===== src/rtl/ram32_loader_pkg.sv =====
// rtl/ram32_loader_pkg.sv - shared FSM states, RAM constants and lane-to-bit mapping (byte order selected by RAM_LOADER_BIG_ENDIAN_EN)
package ram32_loader_pkg;

    localparam int RAM_WORDS      = 32;
    localparam int BYTES_PER_WORD = 4;

    typedef enum logic [2:0] {
        ST_IDLE    = 3'd0,
        ST_FILL    = 3'd1,
        ST_WRITE   = 3'd2,
        ST_RD_REQ  = 3'd3,
        ST_RD_WAIT = 3'd4,
        ST_DRAIN   = 3'd5
    } state_t;

    // Bit offset of a stream lane inside the 32-bit word; bits 4:3 double as the byte-enable index.
    function automatic logic [4:0] lane_offset(input logic [1:0] lane);
`ifdef RAM_LOADER_BIG_ENDIAN_EN
        lane_offset = {~lane, 3'b000};
`else
        lane_offset = {lane, 3'b000};
`endif
    endfunction

endpackage


===== src/rtl/ram32_byte_packer.sv =====
// rtl/ram32_byte_packer.sv - write-path lane counter, word buffer and byte mask (byte order selected by RAM_LOADER_BIG_ENDIAN_EN)
module ram32_byte_packer
    import ram32_loader_pkg::*;
(
    input  logic        clk,
    input  logic        rst,
    input  logic        clear,
    input  logic        accept,
    input  logic [7:0]  byte_in,
    output logic [1:0]  lane,
    output logic [31:0] word,
    output logic [3:0]  mask
);

    logic [4:0] off;

    assign off = lane_offset(lane);

    // Drop each accepted byte into its lane and mark that byte enable; clear restarts a fresh word.
    always_ff @(posedge clk or posedge rst) begin
        if (rst) begin
            lane <= 2'd0;
            word <= 32'd0;
            mask <= 4'd0;
        end else if (clear) begin
            lane <= 2'd0;
            word <= 32'd0;
            mask <= 4'd0;
        end else if (accept) begin
            word[off +: 8]  <= byte_in;
            mask[off[4:3]]  <= 1'b1;
            lane            <= lane + 2'd1;
        end
    end

endmodule


===== src/rtl/ram32_stream_loader.sv =====
// rtl/ram32_stream_loader.sv - byte-stream loader/reader for the 32x32 DFF RAM (byte order selected by RAM_LOADER_BIG_ENDIAN_EN)
module ram32_stream_loader
    import ram32_loader_pkg::*;
#(
    parameter int ADDR_W = 5,
    parameter int LEN_W  = 6,
    parameter int RD_LAT = 1
) (
    input  logic              clk,
    input  logic              rst,
    input  logic              wr_start,
    input  logic              rd_start,
    input  logic [ADDR_W-1:0] base_addr,
    input  logic [LEN_W-1:0]  rd_len,
    input  logic [7:0]        in_data,
    input  logic              in_valid,
    input  logic              in_last,
    output logic              in_ready,
    output logic [7:0]        out_data,
    output logic              out_valid,
    input  logic              out_ready,
    output logic              busy,
    output logic              ram_en,
    output logic [ADDR_W-1:0] ram_a,
    output logic [3:0]        ram_we,
    output logic [31:0]       ram_di,
    input  logic [31:0]       ram_do
);

    localparam int         WAIT_W    = (RD_LAT > 1) ? $clog2(RD_LAT) : 1;
    localparam logic [1:0] LAST_LANE = 2'(BYTES_PER_WORD - 1);

    state_t              state_q, state_d;
    logic [ADDR_W-1:0]   addr_q;
    logic [LEN_W-1:0]    remaining_q;
    logic [1:0]          rd_lane_q;
    logic [31:0]         shreg_q;
    logic [WAIT_W-1:0]   wait_q;
    logic                last_q;

    logic                pk_clear;
    logic                pk_accept;
    logic [1:0]          pk_lane;
    logic [31:0]         pk_word;
    logic [3:0]          pk_mask;
    logic                word_closed;
    logic                wait_done;
    logic [4:0]          rd_off;

    assign pk_clear    = ((state_q == ST_IDLE) && wr_start) || (state_q == ST_WRITE);
    assign pk_accept   = (state_q == ST_FILL) && in_valid;
    assign word_closed = pk_accept && ((pk_lane == LAST_LANE) || in_last);
    assign wait_done   = (wait_q == WAIT_W'(RD_LAT - 1));
    assign rd_off      = lane_offset(rd_lane_q);

    ram32_byte_packer u_packer (
        .clk     (clk),
        .rst     (rst),
        .clear   (pk_clear),
        .accept  (pk_accept),
        .byte_in (in_data),
        .lane    (pk_lane),
        .word    (pk_word),
        .mask    (pk_mask)
    );

    // State register.
    always_ff @(posedge clk or posedge rst) begin
        if (rst) begin
            state_q <= ST_IDLE;
        end else begin
            state_q <= state_d;
        end
    end

    // Next state and all outputs; every output idles at zero outside the state that drives it.
    always_comb begin
        state_d   = state_q;
        in_ready  = 1'b0;
        out_valid = 1'b0;
        out_data  = 8'd0;
        ram_en    = 1'b0;
        ram_a     = '0;
        ram_we    = 4'd0;
        ram_di    = 32'd0;
        busy      = (state_q != ST_IDLE);
        case (state_q)
            ST_IDLE: begin
                if (wr_start) begin
                    state_d = ST_FILL;
                end else if (rd_start) begin
                    state_d = ST_RD_REQ;
                end
            end
            ST_FILL: begin
                in_ready = 1'b1;
                if (word_closed) begin
                    state_d = ST_WRITE;
                end
            end
            ST_WRITE: begin
                ram_en  = 1'b1;
                ram_a   = addr_q;
                ram_di  = pk_word;
                ram_we  = pk_mask;
                state_d = last_q ? ST_IDLE : ST_FILL;
            end
            ST_RD_REQ: begin
                ram_en  = 1'b1;
                ram_a   = addr_q;
                state_d = ST_RD_WAIT;
            end
            ST_RD_WAIT: begin
                if (wait_done) begin
                    state_d = ST_DRAIN;
                end
            end
            ST_DRAIN: begin
                out_valid = 1'b1;
                out_data  = shreg_q[rd_off +: 8];
                if (out_ready && (rd_lane_q == LAST_LANE)) begin
                    state_d = (remaining_q == LEN_W'(1)) ? ST_IDLE : ST_RD_REQ;
                end
            end
            default: begin
                state_d = ST_IDLE;
            end
        endcase
    end

    // Address, burst length, read latency counter and read shift register.
    always_ff @(posedge clk or posedge rst) begin
        if (rst) begin
            addr_q      <= '0;
            remaining_q <= '0;
            rd_lane_q   <= 2'd0;
            shreg_q     <= 32'd0;
            wait_q      <= '0;
            last_q      <= 1'b0;
        end else begin
            case (state_q)
                ST_IDLE: begin
                    if (wr_start) begin
                        addr_q <= base_addr;
                        last_q <= 1'b0;
                    end else if (rd_start) begin
                        addr_q      <= base_addr;
                        remaining_q <= (rd_len == '0) ? LEN_W'(RAM_WORDS) : rd_len;
                    end
                end
                ST_FILL: begin
                    if (word_closed) begin
                        last_q <= in_last;
                    end
                end
                ST_WRITE: begin
                    addr_q <= addr_q + ADDR_W'(1);
                end
                ST_RD_REQ: begin
                    wait_q <= '0;
                end
                ST_RD_WAIT: begin
                    if (wait_done) begin
                        shreg_q   <= ram_do;
                        rd_lane_q <= 2'd0;
                    end else begin
                        wait_q <= wait_q + WAIT_W'(1);
                    end
                end
                ST_DRAIN: begin
                    if (out_ready) begin
                        if (rd_lane_q == LAST_LANE) begin
                            rd_lane_q   <= 2'd0;
                            remaining_q <= remaining_q - LEN_W'(1);
                            addr_q      <= addr_q + ADDR_W'(1);
                        end else begin
                            rd_lane_q <= rd_lane_q + 2'd1;
                        end
                    end
                end
                default: begin
                end
            endcase
        end
    end

endmodule

===== config.mk =====
export PLATFORM = sky130hd
export DESIGN_NAME = ram32_stream_loader
export DESIGN_NICKNAME = d
export VERILOG_FILES = /design/src/rtl/ram32_loader_pkg.sv /design/src/rtl/ram32_byte_packer.sv /design/src/rtl/ram32_stream_loader.sv
export SDC_FILE = /design/constraint.sdc
export NUM_CORES = 1
export LEC_CHECK = 0
export ABC_CLOCK_PERIOD_IN_PS = 3700
export BUFFER_PORTS_ARGS = -buffer_cell sky130_fd_sc_hd__buf_2
export CAP_MARGIN = 20
export CORE_ASPECT_RATIO = 1.1
export CORE_MARGIN = 3
export CORE_UTILIZATION = 56
export DETAILED_ROUTE_END_ITERATION = 7
export MAX_ROUTING_LAYER = met4
export PLACE_DENSITY = 0.91
export SETUP_SLACK_MARGIN = 0.5
export SLEW_MARGIN = 20
export SYNTH_ARGS = -nofsm -noshare
export SYNTH_HDL_FRONTEND = slang
export SYNTH_HIERARCHICAL = 1
export SYNTH_SLANG_ARGS = --single-unit
export TNS_END_PERCENT = 10

===== constraint.sdc =====
create_clock -name clk -period 3.7 [get_ports clk]
set_clock_uncertainty 0.15 [all_clocks]
set_input_delay 0.185 -clock clk [delete_from_list [all_inputs] [get_ports clk]]
set_output_delay 0.185 -clock clk [all_outputs]
set_load 0.02 [all_outputs]

# --- Yosys cells after proc, flatten, opt, wreduce, memory -nomap -nowiden ---
# Cells that the tools add are included.
classes:
  n_lt_le_gt_ge: 2
  addsub: 6
  mux: 44
  eq_ne: 17
  reduce_logical: 23
  shifts: 3
  bitwise_logic: 2
ops:
  columns: ["operator", "n"]
  rows:
  - ["$mux 32", 3]
  - ["$bwmux 32", 1]
  - ["$shift 8x7->32 const A", 1]
  - ["$shiftx 32x6->8", 1]
  - ["$shiftx 8x7->32", 1]
  - ["$mux 6", 5]
  - ["$mux 5", 5]
  - ["$pmux 3 s6", 1]
  - ["$ne 2x2->1 const B", 8]
  - ["$mux 3", 5]
  - ["$pmux 5 s3", 1]
  - ["$mux 2", 6]
  - ["$mux 4", 3]
  - ["$pmux 6 s2", 1]
  - ["$reduce_bool 2->1", 5]
  - ["$mux 1", 8]
  - ["$mux 8", 1]
  - ["$reduce_and 4->1", 2]
  - ["$neg 5->7", 1]
  - ["$eq 3x2->1 const B", 2]
  - ["$eq 3x3->1 const B", 2]
  - ["$eq 6x1->1 const B", 1]
  - ["$logic_not 6->1", 1]
  - ["$reduce_and 3->1", 2]
  - ["21 further kinds", 30]
totals:
  reg_bits: 88
  out_inout_bits: 53
  in_bits: 58
  wordCells: 107

# --- Logic depth before layout (Yosys ltp) ---
depth:
  ltp_word: 7
  mapped_depth: 7
  depth_no_buf: 5

# --- By module ---
# The synthesis kept the hierarchy.
modules_own_cells:
  columns: ["mod", "seq_area_each_um2", "instances", "area_each_um2", "cells_per_inst"]
  rows:
  - ["ram32_stream_loader", 1226.2, 1, 2795.2, 257]
  - ["ram32_byte_packer", 950.9, 1, 1775.5, 154]

# --- Worst setup path after synthesis ---
# OpenSTA, ideal clock, no wires.
synth_path:
  path_type: "register to register"
  startpoint: "reg state_q[2]"
  endpoint: "reg u_packer.word[24]"
  synth_period_minus_slack_ps: 2117
  required_ps: 3408
  arrival_ps: 1826
  path_buffers: 3
  path_stages_with_launch: 8
  path_slack_ps: 1583
  path_cell_list: "dfrtp_1 -> buf_4 -> nor3b_2 -> clkbuf_1 -> nand2b_1 -> buf_2 -> a21o_1 -> o32ai_2"
synth_via:
  elab_chain_len: 4
  word_cells_on_any_way: 8
  classes_between: "eq/ne: 2; mux: 1; reduce/logical: 5"
synth_rtl:
  columns: ["element", "line", "rtl"]
  rows:
  - ["from (decl)", "ram32_stream_loader.sv:33", "state_t state_q, state_d;"]
  - ["from (signal assigned)", "ram32_stream_loader.sv:72", "state_q <= state_d;"]
  - ["$logic_not 3->1", "ram32_stream_loader.sv:50", "assign pk_clear = ((state_q == ST_IDLE) && wr_start) || (state_q == ST_WRITE);"]
  - ["$logic_and 1x1->1", "ram32_stream_loader.sv:50", null]
  - ["$logic_or 1x1->1 *", "ram32_stream_loader.sv:50", null]
  - ["net pk_clear", "ram32_stream_loader.sv:41", "logic pk_clear;"]
  - ["$mux 32 or $reduce_bool 2->1 (tied branches)", null, null]
  - ["to (signal, indexed assignment)", "ram32_byte_packer.sv:30", "word[off +: 8] <= byte_in;"]
  - ["to (decl)", "ram32_byte_packer.sv:11", "output logic [31:0] word,"]
# The timed path passes the listed nets; every way through them passes the cells marked *.
# A chain may end at the register's enable or synchronous reset.

# --- Worst setup path in the final report ---
layout_path:
  startpoint: "reg state_q[1]"
  endpoint: "out out_data[4]"
layout_via:
  elab_chain_len: 2
layout_rtl:
  columns: ["element", "line", "rtl"]
  rows:
  - ["$eq 3x3->1", "ram32_stream_loader.sv:87", "case (state_q)"]
  - ["$mux 8", "ram32_stream_loader.sv:87", null]
  - ["to (decl)", "ram32_stream_loader.sv:19", "output logic [7:0] out_data,"]
# No other way between the ends.

==> impl_results.md <==
* PD cells at about 700 nW/um^2
* Setup-failing EPs final at 0
* Synthesized Nets at 480
* Top FF cell, synth: dfrtp_1
* Hold-fix buffers, CTS at between 40 and 50
* Setup crit end kind: output pin
* Critical Path RT at ~3.4 ns
* Clock Tree Buf Depth at 2
* Starting DRC count in detailed routing at approximately 220
* Clock Sinks at 87
* CTS tree: done
* Critical Path Start Type: flop
* Post-layout util at about three quarters
* Worst-Skew Late Latency at approximately 0.37 ns
* Final number of hold-violating endpoints at 0
* Antenna viol nets, final at 0
* Num CTS Buffers at 9
* Final cell count without fillers at 666
* Io pins at 111
* First-pass detailed-route iteration total at 7
* Gr busiest metal: met2
* Finished Cell Area at between 5000 and 6000 sq um
* CP max stage delay at between 0.6 and 0.7 ns
* Max Cap Viol at 0
* Initial antenna violation count at 0
* Leak Pwr at approximately 2.7 nW
* Warnings, synthesis at 6
* #FFs+latches synth at 87
* Cell variety after synth at between 40 and 50
* Worst hold path class: input pin to flop
* Die height at between 100 and 150 microns
* WL per Instance at 17.6 microns
* Area of the core at 7680 sq um
* WS Path Type: flop to output pin
* Status: finished clean
* Postcts setup bufs at 0
* Cells after Synth at a little over 400
* Mapped Avg Cell Area at about 11 sq um
* Gpl congestion at roughly 0.87
* Instance area at placement at around 5200 sq um
* # diodes at 0
* Layout area overhead at 27.5%
* Crit path max-delay family: buffers and inverters
* First-pass GRT wire length at 18,900 microns
* Final #Nets at 625
* Placed insts at 603
* Most common cell in the netlist: dfrtp_1
* Post-synth EDFFs at 0
* Resize count post-CTS at 0
* Vias in the first global route at a little under 4,000
* GRT met1 Usage at 30.1%
* Worst vdd ir at ~0.44 mV
* RSZ-0062 raised after global routing: no
* Slew margin rel. at a little under half
* Root Buffer Master: clkbuf_8
* Die area at between 9000 and 10,000 sq um
* Count of buffers from port buffering at between 100 and 150
* CTS H-Tree Depth at 3
* GR Util met3 at between 5 and 6%
* Clock transition at path regs at approximately 0.080 ns
* Vias per cell at 5.74
* Final Cycle Share at a little under three quarters
* WP buf/inv at 2
* Post-DP HPWL at 7340 microns
* Post-synth top area cell: dfrtp_1
* Total Routing Usage GR at between 20% and 30%
* Worst EP arrival at ~2.3 ns
* Synth area leaders: dfrtp_1 48%, and2_1 7.9%, mux2_2 7.6%
* Sequential fraction of the synthesis area at 47.6%
* Worst-path fanout max at 21
* Most frequent cells after synthesis: 87 x dfrtp_1, 58 x and2_1, 31 x mux2_2, 28 x inv_1, 21 x nand2_1
* Achievable frequency at ~380 MHz
* Fillers at slightly below 500
* Max-slew violations at 0
* Remaining DRCs at 0
* Setup_tns at 0 ns
* Row cnt at 33
* DR vias at roughly 3,800
* Die Width at between 90 and 100 microns
* Largest net degree at the start of global routing at 50
* Initial Util at approximately 60%
* Slowest CP cell: inv_1
* Final min period at about 2.6 ns
* Post-synth top area share at between 40% and 50%
* Overflow after GRT at 0
* Drt total wl at roughly 12,000 microns
* Post-synthesis cell area at between 4000 and 5000 sq um
* Least-Margin Pin Slew at ~0.82 ns
* Hold WS at about 0.028 ns
* Worst path cell trace: nand3b_2, inv_1, and2_1, buf_2
* Routing usage on met2 at between 40% and 50%
* Share of cells above drive strength 1 at 33.2%
* Synth async-reset ratio at between 90% and 100%
cell type report:
class                   instances  area [sq um]  share of cell area, %
clock buffers                   9           124                   2.13
repair buffers                161          1050                   18.0
inverters                      28           106                   1.82
multi-input cells             269          2160                   37.1
well taps                     105           131                   2.25
flip-flops and latches         87          2180                   37.4
clock inverters                 7          78.8                   1.35
registers in the layout, indices dropped and copies added, names as in the netlist:
name and count:
u_packer/lane 2, last_q 1, remaining_q 6, state_q 3, rd_lane_q 2, u_packer/mask 4
addr_q 5, u_packer/word 32, shreg_q 32
placed cells by master (no fill, tap or decap), types with 3 or more instances in the layout:
master         count
a22oi_1            5
mux2_2            31
o32ai_2            9
nor3_1             9
and3_1             3
dlygate4sd3_1     47
a32o_1            17
buf_2            110
mux4_2             8
inv_1             27
a21oi_1           15
and2_1            58
nand2_1           21
buf_4              4
o21ai_0           13
dfrtp_1           87
nor2_1            19
ha_1              11
a21o_1             4
clkbuf_8           9
o32ai_1            7
mux2i_1            4
nand3b_1           3
power by group:
group	leakage [nW]	switching [W]	internal, W
registers	1.11	0.000336	0.00131
logic	1.55	0.000927	0.000813
clock network	0.0982	0.000362	0.000320
total	2.75	0.00163	0.00244
metrics by stage:
stage | total power [W] | setup WS (ns)
4_1_cts | 0.00401 | 1.07
3_5_place_dp | 0.00329 | 1.15
2_1_floorplan | 0.00290 | 1.58
5_1_grt | 0.00433 | 0.889
3_3_place_gp | 0.00318 | 1.27
6_report | 0.00407 | 1.05
per-layer routing:
| layer | share of wire, % | vias up |
|---|---|---|
| met5 | 0 | - |
| met4 | 3.0 | 0 |
| met3 | 6.0 | 40 |
| met2 | 53 | 167 |
| met1 | 38 | 1868 |
| li1 | - | 1750 |
path summary, 6_finish.rpt:
check	start	endpoint	slack [ns]	depth (start not counted)
max	state_q[1]	out_data[4]	1.05	4
min	base_addr[0]	addr_q[0]	0.03	3
max reg2reg	state_q[1]	u_packer/word[25]	1.15	5
min reg2reg	u_packer/word[5]	u_packer/word[5]	0.34	1
max in group asynchronous	rst	remaining_q[0]	2.55	3
min in group asynchronous	rst	u_packer/word[22]	0.33	4
worst reg2reg max path, delay by kind of cell, from the launching register on:
kind / cells / cell delay (ns)
and+or+nand+nor: 3 / 1.26
DFF: 1 / 0.50
AOI/OAI and AO/OA: 1 / 0.33
buffers and inverters: 1 / 0.24
kinds of logic after synthesis:
family | share of synthesized area (%)
AO/OA/AOI/OAI | 14.9
XOR/XNOR | 0.192
multiplexers | 12.9
adder cells (fa/ha/maj) | 3.01
buffers and inverters | 5.12
AND/OR/NAND/NOR | 16.2
flip-flops | 47.6
Note: power is estimated with default switching activity, not from simulation.
